==> config.mk <==
export PLATFORM = sky130hd
export DESIGN_NAME = ndata_serializer
export DESIGN_NICKNAME = d
export VERILOG_FILES = /design/src/rtl/ndata_serializer.sv
export SDC_FILE = /design/constraint.sdc
export NUM_CORES = 1
export LEC_CHECK = 0
export ABC_AREA = 1
export BUFFER_PORTS_ARGS = -buffer_cell sky130_fd_sc_hd__buf_2
export CORE_AREA = 5 5 148 150
export CTS_CLUSTER_SIZE = 28
export DETAILED_ROUTE_END_ITERATION = 7
export DIE_AREA = 0 0 153 155
export GPL_TIMING_DRIVEN = 0
export PLACE_DENSITY = 0.8
export SETUP_SLACK_MARGIN = 0.02
export SYNTH_ARGS = -nofsm -noshare
export SYNTH_HDL_FRONTEND = slang
export SYNTH_SLANG_ARGS = --single-unit
==> constraint.sdc <==
create_clock -name clk -period 10.71 [get_ports clk]
set_input_delay 1.071 -clock clk [delete_from_list [all_inputs] [get_ports clk]]
set_output_delay 1.071 -clock clk [all_outputs]
set_load 0.05 [all_outputs]
==> src/rtl/ndata_serializer.sv <==
// ---------------------------------------------------------------------------
// ndata_serializer
//
// Turns a wide stream (NUM_ELEMENTS lanes per beat, per-lane keep, beat-level
// last) into a narrow stream with one element per beat. One wide beat is held
// at a time. Its kept lanes are emitted in ascending lane order, one per
// cycle, and gaps in keep are skipped with no idle cycles. A beat with no kept
// lanes still produces one output beat (keep=0) so packet framing survives.
//
// Ports
//   clk        clock
//   rst        asynchronous reset, active-high
//   in_data    NUM_ELEMENTS x $bits(data_t) wide input lanes
//   in_keep    per-lane keep of the wide beat
//   in_last    end-of-packet marker of the wide beat
//   in_valid   wide beat present
//   in_ready   wide beat can be taken (combinational from out_ready)
//   out_data   current element
//   out_keep   1 when out_data carries a real element
//   out_last   end of packet (set only on the beat's final element)
//   out_valid  output element present
//   out_ready  consumer takes the output element
// ---------------------------------------------------------------------------
module ndata_serializer #(
   parameter type data_t       = logic [31:0],
   parameter int  NUM_ELEMENTS = 8
) (
   input  logic                                        clk,
   input  logic                                        rst,
   input  logic [NUM_ELEMENTS-1:0][$bits(data_t)-1:0]  in_data,
   input  logic [NUM_ELEMENTS-1:0]                     in_keep,
   input  logic                                        in_last,
   input  logic                                        in_valid,
   output logic                                        in_ready,
   output logic [$bits(data_t)-1:0]                    out_data,
   output logic                                        out_keep,
   output logic                                        out_last,
   output logic                                        out_valid,
   input  logic                                        out_ready
);

   localparam int DW = $bits(data_t);

   // Held wide beat and the mask of lanes still to be emitted.
   logic [NUM_ELEMENTS-1:0][DW-1:0] hold_data_reg;
   logic [NUM_ELEMENTS-1:0]         rem_reg;
   logic                            hold_last_reg;
   logic                            hold_valid_reg;

   logic [NUM_ELEMENTS-1:0]         sel_onehot;
   logic [NUM_ELEMENTS-1:0]         rem_after_pop;
   logic [NUM_ELEMENTS-1:0][DW-1:0] lane_masked;
   logic [DW-1:0]                   sel_data;
   logic                            final_elem;
   logic                            accept;
   logic                            pop;

   // Two's-complement trick isolates the lowest set bit of rem: that is the
   // lane currently presented. Removing it leaves the lanes still to come,
   // so "nothing left after this one" is exactly popcount(rem) <= 1.
   assign sel_onehot    = rem_reg & (-rem_reg);
   assign rem_after_pop = rem_reg & ~sel_onehot;
   assign final_elem    = (rem_after_pop == '0);

   // One-hot AND-OR lane mux; yields zero when no lane is left.
   genvar gi;
   generate
      for (gi = 0; gi < NUM_ELEMENTS; gi++) begin : g_lane_mask
         assign lane_masked[gi] = sel_onehot[gi] ? hold_data_reg[gi] : '0;
      end
   endgenerate

   always_comb begin
      sel_data = '0;
      for (int i = 0; i < NUM_ELEMENTS; i++) begin
         sel_data = sel_data | lane_masked[i];
      end
   end

   assign out_valid = hold_valid_reg;
   assign out_data  = sel_data;
   assign out_keep  = (rem_reg != '0);
   assign out_last  = hold_last_reg && final_elem;

   // A new beat may enter while the held beat's final element is leaving,
   // which gives back-to-back beats without a bubble.
   assign in_ready = !rst && (!hold_valid_reg || (out_ready && final_elem));
   assign accept   = in_valid && in_ready;
   assign pop      = hold_valid_reg && out_ready;

   always_ff @(posedge clk or posedge rst) begin
      if (rst) begin
         hold_valid_reg <= 1'b0;
         rem_reg        <= '0;
         hold_last_reg  <= 1'b0;
      end else if (accept) begin
         hold_valid_reg <= 1'b1;
         rem_reg        <= in_keep;
         hold_last_reg  <= in_last;
      end else if (pop) begin
         if (final_elem) begin
            hold_valid_reg <= 1'b0;
         end
         rem_reg <= rem_after_pop;
      end
   end

   // Lane data needs no reset: it is only observed while hold_valid_reg is set.
   always_ff @(posedge clk) begin
      if (accept) begin
         hold_data_reg <= in_data;
      end
   end

endmodule

# Yosys cells after proc, flatten, opt, wreduce, memory -nomap -nowiden
# Cells that the tools add are included.
[classes]
n_bitwise = 10
order_cmp = 0
add_sub_neg = 1
n_div = 0
muxes = 13
shift = 0
eq_ne = 0
mul = 0
n_reduce_logical = 13
[ops]
columns = ["op", "count"]
rows = [
  ["two-way mux 32 bit", 8],
  ["OR 32 bit", 7],
  ["bitwise AND 8 bit", 2],
  ["two-way mux 8 bit", 2],
  ["zero test 8 bit", 1],
  ["negation 8 bit", 1],
  ["inverter 8 bit", 1],
  ["nonzero test 8 bit", 1],
  ["logical AND 1 bit", 5],
  ["nonzero test 2 bit", 2],
  ["two-way mux 1 bit", 3],
  ["zero test 1 bit", 2],
  ["AND reduction 2 bit", 1],
  ["logical OR 1 bit", 1],
]
[totals]
mem_bits_rw = 0
regBits = 266
romBits = 0
memories = 0
latch_bits = 0
out_inout_bits = 36

# Longest topological paths before layout
# Gate-level depths: netlist of the first run.
[logic_depth]
word_depth = 11
depth_mapped = 12
ltp_nobuf = 11

# Least setup slack after synthesis of the first run
# Ideal clock, no wire load.
[synth_path]
path_kind = "input -> register"
from = "in in_valid"
to = "reg hold_data_reg[0] (netlist bit) (enable)"
setup_time_ns = 0.607
path_slack_ns = 3.646
t_arrival_ns = 6.458
path_stages = 3
cell_sequence = "clkbuf_1 > nand3_4 > inv_1"
[synth_via]
elab_chain_cells = 1
[synth_lines]
columns = ["item", "line", "rtl"]
rows = [
  ["from (decl)", "33", "input logic in_valid,"],
  ["logical AND 1 bit", "88", "assign accept = in_valid && in_ready;"],
  ["net accept", "55", "logic accept;"],
  ["to (signal assigned)", "111", "hold_data_reg <= in_data;"],
  ["to (decl)", "45", "logic [NUM_ELEMENTS-1:0][DW-1:0] hold_data_reg;"],
]
# The timed path passes the listed nets, and every way through them passes these cells.
# A chain may end at the register's enable or synchronous reset.

# Worst setup path in the final report of the first run
[layout_path]
from = "reg rem_reg[0]"
to = "out out_data[12]"
[layout_via]
elab_chain_cells = 10
elab_cells_between_ends = 17
[layout_lines]
columns = ["item", "line", "rtl"]
rows = [
  ["from (decl)", "46", "logic [NUM_ELEMENTS-1:0] rem_reg;"],
  ["from (signal assigned)", "98", "rem_reg <= in_keep;"],
  ["from (signal assigned)", "104", "rem_reg <= rem_after_pop;"],
  ["negation 8 bit", "61", "assign sel_onehot = rem_reg & (-rem_reg);"],
  ["bitwise AND 8 bit *", "61", ""],
  ["two-way mux 32 bit", "69", "assign lane_masked[gi] = sel_onehot[gi] ? hold_data_reg[gi] : '0;"],
  ["OR 32 bit (6 in a row)", "76", "sel_data = sel_data | lane_masked[i];"],
  ["OR 32 bit *", "76", ""],
  ["to (decl)", "35", "output logic [$bits(data_t)-1:0] out_data,"],
]
# Mark *: on every way between the ends. The rest lies on a longest branch, timed or not.

==> out/qor.txt, run 1 <==
maximum clock path buffer count - 3
Final Hold Fails - 0
# rows - 53
Post-synth top cells - 256 x edfxtp_1, 171 x nand2_1, 77 x nand3_1
Vias - 7089
YS warnings - 0
DP Area - 11930 um^2
Max Fclk - 0.2394 GHz
Crit-path slowest cell - clkbuf_1
final instance area - 12890 um^2
grt peak-use layer - met2
max incr delay on CP - 600 ps
Synth Instances - 690
worst path cell trace - buf_6 -> nor2_4 -> nand2_1 -> nor2_1 -> clkbuf_1 -> a221oi_1 -> o2111ai_1 -> buf_2
Pleak - 5.094 nW
ys async rst share - 3.759%
CTS tree - yes
flop and latch count out of synthesis - 266
syn nets - 959
PD cells - 287.1 nW/um^2
Worst R2R Path Depth - 11
post-route clock period utilization - 39.00%
post-synth top area cell - edfxtp_1
maximum vdd ir drop - 0.1893 mV
final net count - 1293
R2R Setup Slk - 7460 ps
PortBufs - 303
Critical Path AT - 3110 ps
status - finished clean
HP Class - flip-flop to flip-flop
Reg clk slew, reported paths - 60 ps
drt first-iter violations - 549
H-tree level count - 1
grt met3 use - 4.673%
HPWL after detailed placement - 18720 um
M2 GR Usage - 37.85%
CTS Sinks - 266
startpoint of the worst hold path - hold_last_reg
CP Capture Type - output pin
RSZ-0062 raised after global routing - no
post-layout minimum cycle time - 4177 ps
number of synthesized flops with an enable pin - 256
die outline height - 155 um
cts bufs inserted - 28
synthesized area - 10030 um^2
worst-skew pair later-pin latency - 530 ps
first-pass GRT wire length - 39700 um
reg2reg end - hold_data_reg[244]
Overflow after GRT - 0
Die W - 153 um
Slew @ Worst Pin - 851.3 ps
DRC viols - 0
Via density - 5.358
endpoints failing setup - 0
top post-synthesis cells by area - edfxtp_1 77%, nand2_1 6.4%, nand3_1 3.8%, a221oi_1 2.8%, o2111ai_1 2.8%
max reg flops - 256
Routed wire per std cell - 20.15 um
WL final - 26660 um
Synth-to-Final Area Change - 28.43%
Critical Path RT - 9640 ps
initial antenna violation count - 4
critical-path maximum fanout - 10
WHS Path Cells - 2
Netlist cell types - 20
Starting Density - 48.81%
Synth top area share - 76.61%
Top FF cell, synth - edfxtp_1
sequential share of the synthesized area - 79.10%
MaxCap Viol Count - 0
reg2reg start - rem_reg[0]
IO Count - 305
antenna viol nets, final - 0
largest net degree at the start of global routing - 141
crit start category - flip-flop
total negative slack - 0 ps
Worst Hold Path EP - hold_last_reg
slew margin rel. - 43.24%
clk root buf - clkbuf_16
pins over their slew limit - 0
Worst Skew - 10.05 ps
DRT Pass-1 Iters - 6
layout cells sized above 1 - 33.88%
Avg Inst Size Synth - 14.54 um^2
CTS-repair resized insts - 0
vias in the first global route - 7233
Post-CTS Setup Bufs - 0
cts hold-fix bufs - 0
Placeable Area - 20560 um^2
M1 GR Usage - 27.35%
Total GRT Usage - 21.58%
die area - 23720 um^2
Crit Path Class - flip-flop to output pin
most common cell in the netlist - edfxtp_1
GPL Wtd Cong - 0.8260
## stage by stage
step / hold WS (ps) / setup slack, ps / power [W] / std cells / util [%]
6_report: 501.3 / 6534 / 0.003700 / 1323 / 62.69
5_1_grt: 533.4 / 6301 / 0.003865 / 1323 / 62.69
4_1_cts: 508.2 / 6510 / 0.003729 / 1320 / 62.65
3_5_place_dp: 493.5 / 7051 / 0.002735 / 1269 / 58.03
3_3_place_gp: 457.0 / 1789 / 0.002751 / 1268 / 57.86
2_1_floorplan: 441.2 / 3646 / 0.002347 / 690 / -
## worst max path at each step
stage / startpoint / to / cells after the start
floorplan: in_valid / hold_data_reg[0] / 3
global placement: rst / hold_data_reg[110] / 4
detailed placement: rem_reg[0] / out_data[12] / 8
CTS: rem_reg[0] / out_data[12] / 8
global route: rem_reg[3] / out_data[12] / 7
finish: rem_reg[0] / out_data[12] / 8
## critical path, delay by kind of cell (launching register included)
kind / cells / cell delay [ps]
flip-flops: 1 / 370
AO/OA/AOI/OAI: 2 / 450
buffers and inverters: 3 / 1040
AND/OR/NAND/NOR: 3 / 700
## cells in the final DEF (no fill, tap or decap), types with 3 or more instances in the layout
| cell type | n |
|---|---|
| buf_2 | 303 |
| nor2_1 | 10 |
| dfrtp_1 | 10 |
| o2111ai_1 | 32 |
| a221oi_1 | 32 |
| nand3_1 | 77 |
| diode_2 | 3 |
| clkbuf_16 | 29 |
| nand4_1 | 8 |
| clkinv_1 | 10 |
| clkbuf_1 | 32 |
| nand2_1 | 171 |
| inv_1 | 51 |
| bufinv_16 | 5 |
| edfxtp_1 | 256 |
## final cells by class
cell class | instances | area, um^2
Multi-Input combinational cell | 340 | 1767
Buffer | 31 | 131.4
Tap cell | 275 | 344.1
Sequential cell | 266 | 7938
Clock buffer | 32 | 737.0
Clock inverter | 19 | 212.7
Antenna cell | 3 | 7.507
Timing Repair Buffer | 304 | 1544
Fill cell | 1499 | 7670
Inverter | 53 | 206.4
## power breakdown
part	internal, W	switching (W)
clock	0.000609	0.000384
sequential	0.00131	0.0000464
combinational	0.000321	0.00103
total	0.00224	0.00146
## cells by family after synthesis
group / synth area share (%)
and+or+nand+nor: 11.97
DFF: 79.10
buffers and inverters: 3.292
AOI/OAI and AO/OA: 5.636
## per-layer routing
layer	wire [um]	part of all wire, %	up-vias
met5	11	0.041	-
met4	716	2.7	2
met3	2458	9.2	50
met2	13590	51	383
met1	9885	37	3406
li1	-	-	3248
No activity file was read; power rests on OpenSTA's default activity.
==> run 2, diff against run 1 <==
--- a/config.mk
+++ b/config.mk
@@ -7,12 +7,12 @@
 export LEC_CHECK = 0
 export ABC_AREA = 1
 export BUFFER_PORTS_ARGS = -buffer_cell sky130_fd_sc_hd__buf_2
-export CORE_AREA = 5 5 148 150
+export CORE_AREA = 5 5 154 156
 export CTS_CLUSTER_SIZE = 28
 export DETAILED_ROUTE_END_ITERATION = 7
-export DIE_AREA = 0 0 153 155
+export DIE_AREA = 0 0 159 161
 export GPL_TIMING_DRIVEN = 0
-export PLACE_DENSITY = 0.8
+export PLACE_DENSITY = 0.78
 export SETUP_SLACK_MARGIN = 0.02
 export SYNTH_ARGS = -nofsm -noshare
 export SYNTH_HDL_FRONTEND = slang
==> constraint.sdc (replaced) <==
create_clock -name clk -period 3.52 [get_ports clk]
set_input_delay 0.352 -clock clk [delete_from_list [all_inputs] [get_ports clk]]
set_output_delay 0.352 -clock clk [all_outputs]
set_load 0.05 [all_outputs]
==> run 2 against run 1 <==
Register-to-register slack lost 7100 ps. Sequential power grew to 3.1 times the previous value. Die area grew 7.9%. Worst hold slack lost 480 ps. Power grew to 3.1 times the previous value. Cell count grew 20%. Via count grew 19%. Largest power group is now combinational logic.
==> out/qor.txt, run 2 (same netlist as run 1, synthesis figures left out) <==
DRC viols - 0
Worst Hold Path EP - hold_data_reg[187]
initial antenna violation count - 7
pins over their slew limit - 0
commonest non-fill, non-tap cells in the layout - 303 x buf_2, 256 x edfxtp_1, 251 x dlygate4sd3_1
R2R Setup Slk - 410 ps
max incr delay on CP - 480 ps
die area - 25600 um^2
critical-path maximum fanout - 10
Crit-path slowest cell - nor2_1
clk root buf - clkbuf_16
setup ws final - 215.6 ps
CTS Sinks - 266
most frequent cell on the critical path - nor2_1
status - finished clean
post-layout minimum cycle time - 3304 ps
Synth-to-Final Area Change - 54.03%
reg2reg end - hold_data_reg[47]
H-tree level count - 1
antenna viol nets, final - 0
reg2reg start - rem_reg[0]
largest net degree at the start of global routing - 49
first-pass GRT wire length - 50510 um
commonest non-fill, non-tap cell in the layout - buf_2
WHS Path Cells - 1
Slew @ Worst Pin - 956.7 ps
startpoint of the worst hold path - in_data[187]
total negative slack - 0 ps
CTS tree - yes
# rows - 55
Starting Density - 45.14%
MaxCap Viol Count - 0
post-route clock period utilization - 93.87%
GPL Wtd Cong - 0.8092
RSZ-0062 raised after global routing - no
worst-skew pair later-pin latency - 550 ps
Routed wire per std cell - 21.23 um
Die W - 159 um
max reg flops - 256
HPWL after detailed placement - 19200 um
vias in the first global route - 9127
CP Capture Type - output pin
Max Fclk - 0.3026 GHz
Reg clk slew, reported paths - 60 ps
die outline height - 161 um
PortBufs - 303
Vias - 8423
DRT Pass-1 Iters - 5
PD cells - 747.4 nW/um^2
Worst Skew - 26.93 ps
final net count - 1549
Critical Path AT - 2950 ps
WL final - 33780 um
Critical Path RT - 3170 ps
Overflow after GRT - 0
WP buf/inv - 2
drt first-iter violations - 703
crit start category - flip-flop
maximum vdd ir drop - 0.5018 mV
Total GRT Usage - 25.30%
Final Hold Fails - 0
maximum clock path buffer count - 3
Pleak - 6.166 nW
post-layout util - 69.54%
layout cells sized above 1 - 28.18%
pre-CTS worst setup slack - 407.7 ps
Worst R2R Path Depth - 13
Via density - 5.294
Placeable Area - 22230 um^2
endpoints failing setup - 0
crit-path leading delay family - simple AND/OR/NAND/NOR gates
HP Class - primary input to flip-flop
cts bufs inserted - 28
IO Count - 305
Crit Path Class - flip-flop to output pin
worst path cell trace - nor2_1 -> nand3_1 -> nor2_1 -> clkbuf_2 -> nand2_1 -> o2111ai_1 -> buf_2
slew margin rel. - 36.22%
Post-CTS Setup Bufs - 0
## run 2: cell types whose count changed in the layout (fill, tap and decap cells not counted), sizes merged
cell,change
diode,+4
dlygate4sd3,+251
inv,-1
clkinv,-4
buf,+5
bufinv,-2
clkbuf,+5
## run 2: final cells by class
| type | instances | area (um^2) |
|---|---|---|
| sequential | 266 | 7938 |
| tap | 285 | 356.6 |
| multi-input combinational | 340 | 1769 |
| antenna | 7 | 17.52 |
| inverter | 53 | 202.7 |
| clock inverter | 12 | 150.1 |
| buffer | 31 | 138.9 |
| timing repair buffer | 560 | 4149 |
| clock buffer | 37 | 734.5 |
| fill | 1389 | 6771 |
## run 2: stage by stage
stage,area (um^2),instances,hold WS [ps],total power [W]
6_report,15460,1591,19.03,0.01155
5_1_grt,15460,1591,0.3465,0.01200
4_1_cts,15380,1579,0.08410,0.01144
3_5_place_dp,12030,1284,349.5,0.008380
3_3_place_gp,11910,1278,347.0,0.008358
2_1_floorplan,10040,690,185.1,0.007104
## run 2: report_power, final
part	internal, W	switching (W)
registers	0.00397	0.000157
clock network	0.00169	0.00122
logic	0.00120	0.00332
total	0.00686	0.00469
## run 2: layer usage
metal  up-vias  global-route usage (%)  share of wire (%)
met2       531                   44.78                 52
met5         -                       0                  0
li1       3755                       -                  -
met1      4020                   29.68                 35
met4         0                   12.33                5.3
met3       117                   4.899                7.6
## run 2: worst max-delay path by stage
stage | start | end | cells past startpoint
3_3_place_gp | rem_reg[7] | hold_data_reg[109] | 8
2_1_floorplan | rem_reg[0] | hold_data_reg[0] | 10
6_report | rem_reg[3] | out_data[13] | 7
4_1_cts | rem_reg[3] | out_data[3] | 7
5_1_grt | rem_reg[0] | out_data[23] | 8
3_5_place_dp | rem_reg[0] | hold_data_reg[109] | 13
## run 2: timing repair
item / CTS / global route
hold buffers: 246 / 5
hold endpoints to repair: 255 / 5
gates resized for setup: 0 / 13
setup endpoints to repair: 0 / 24
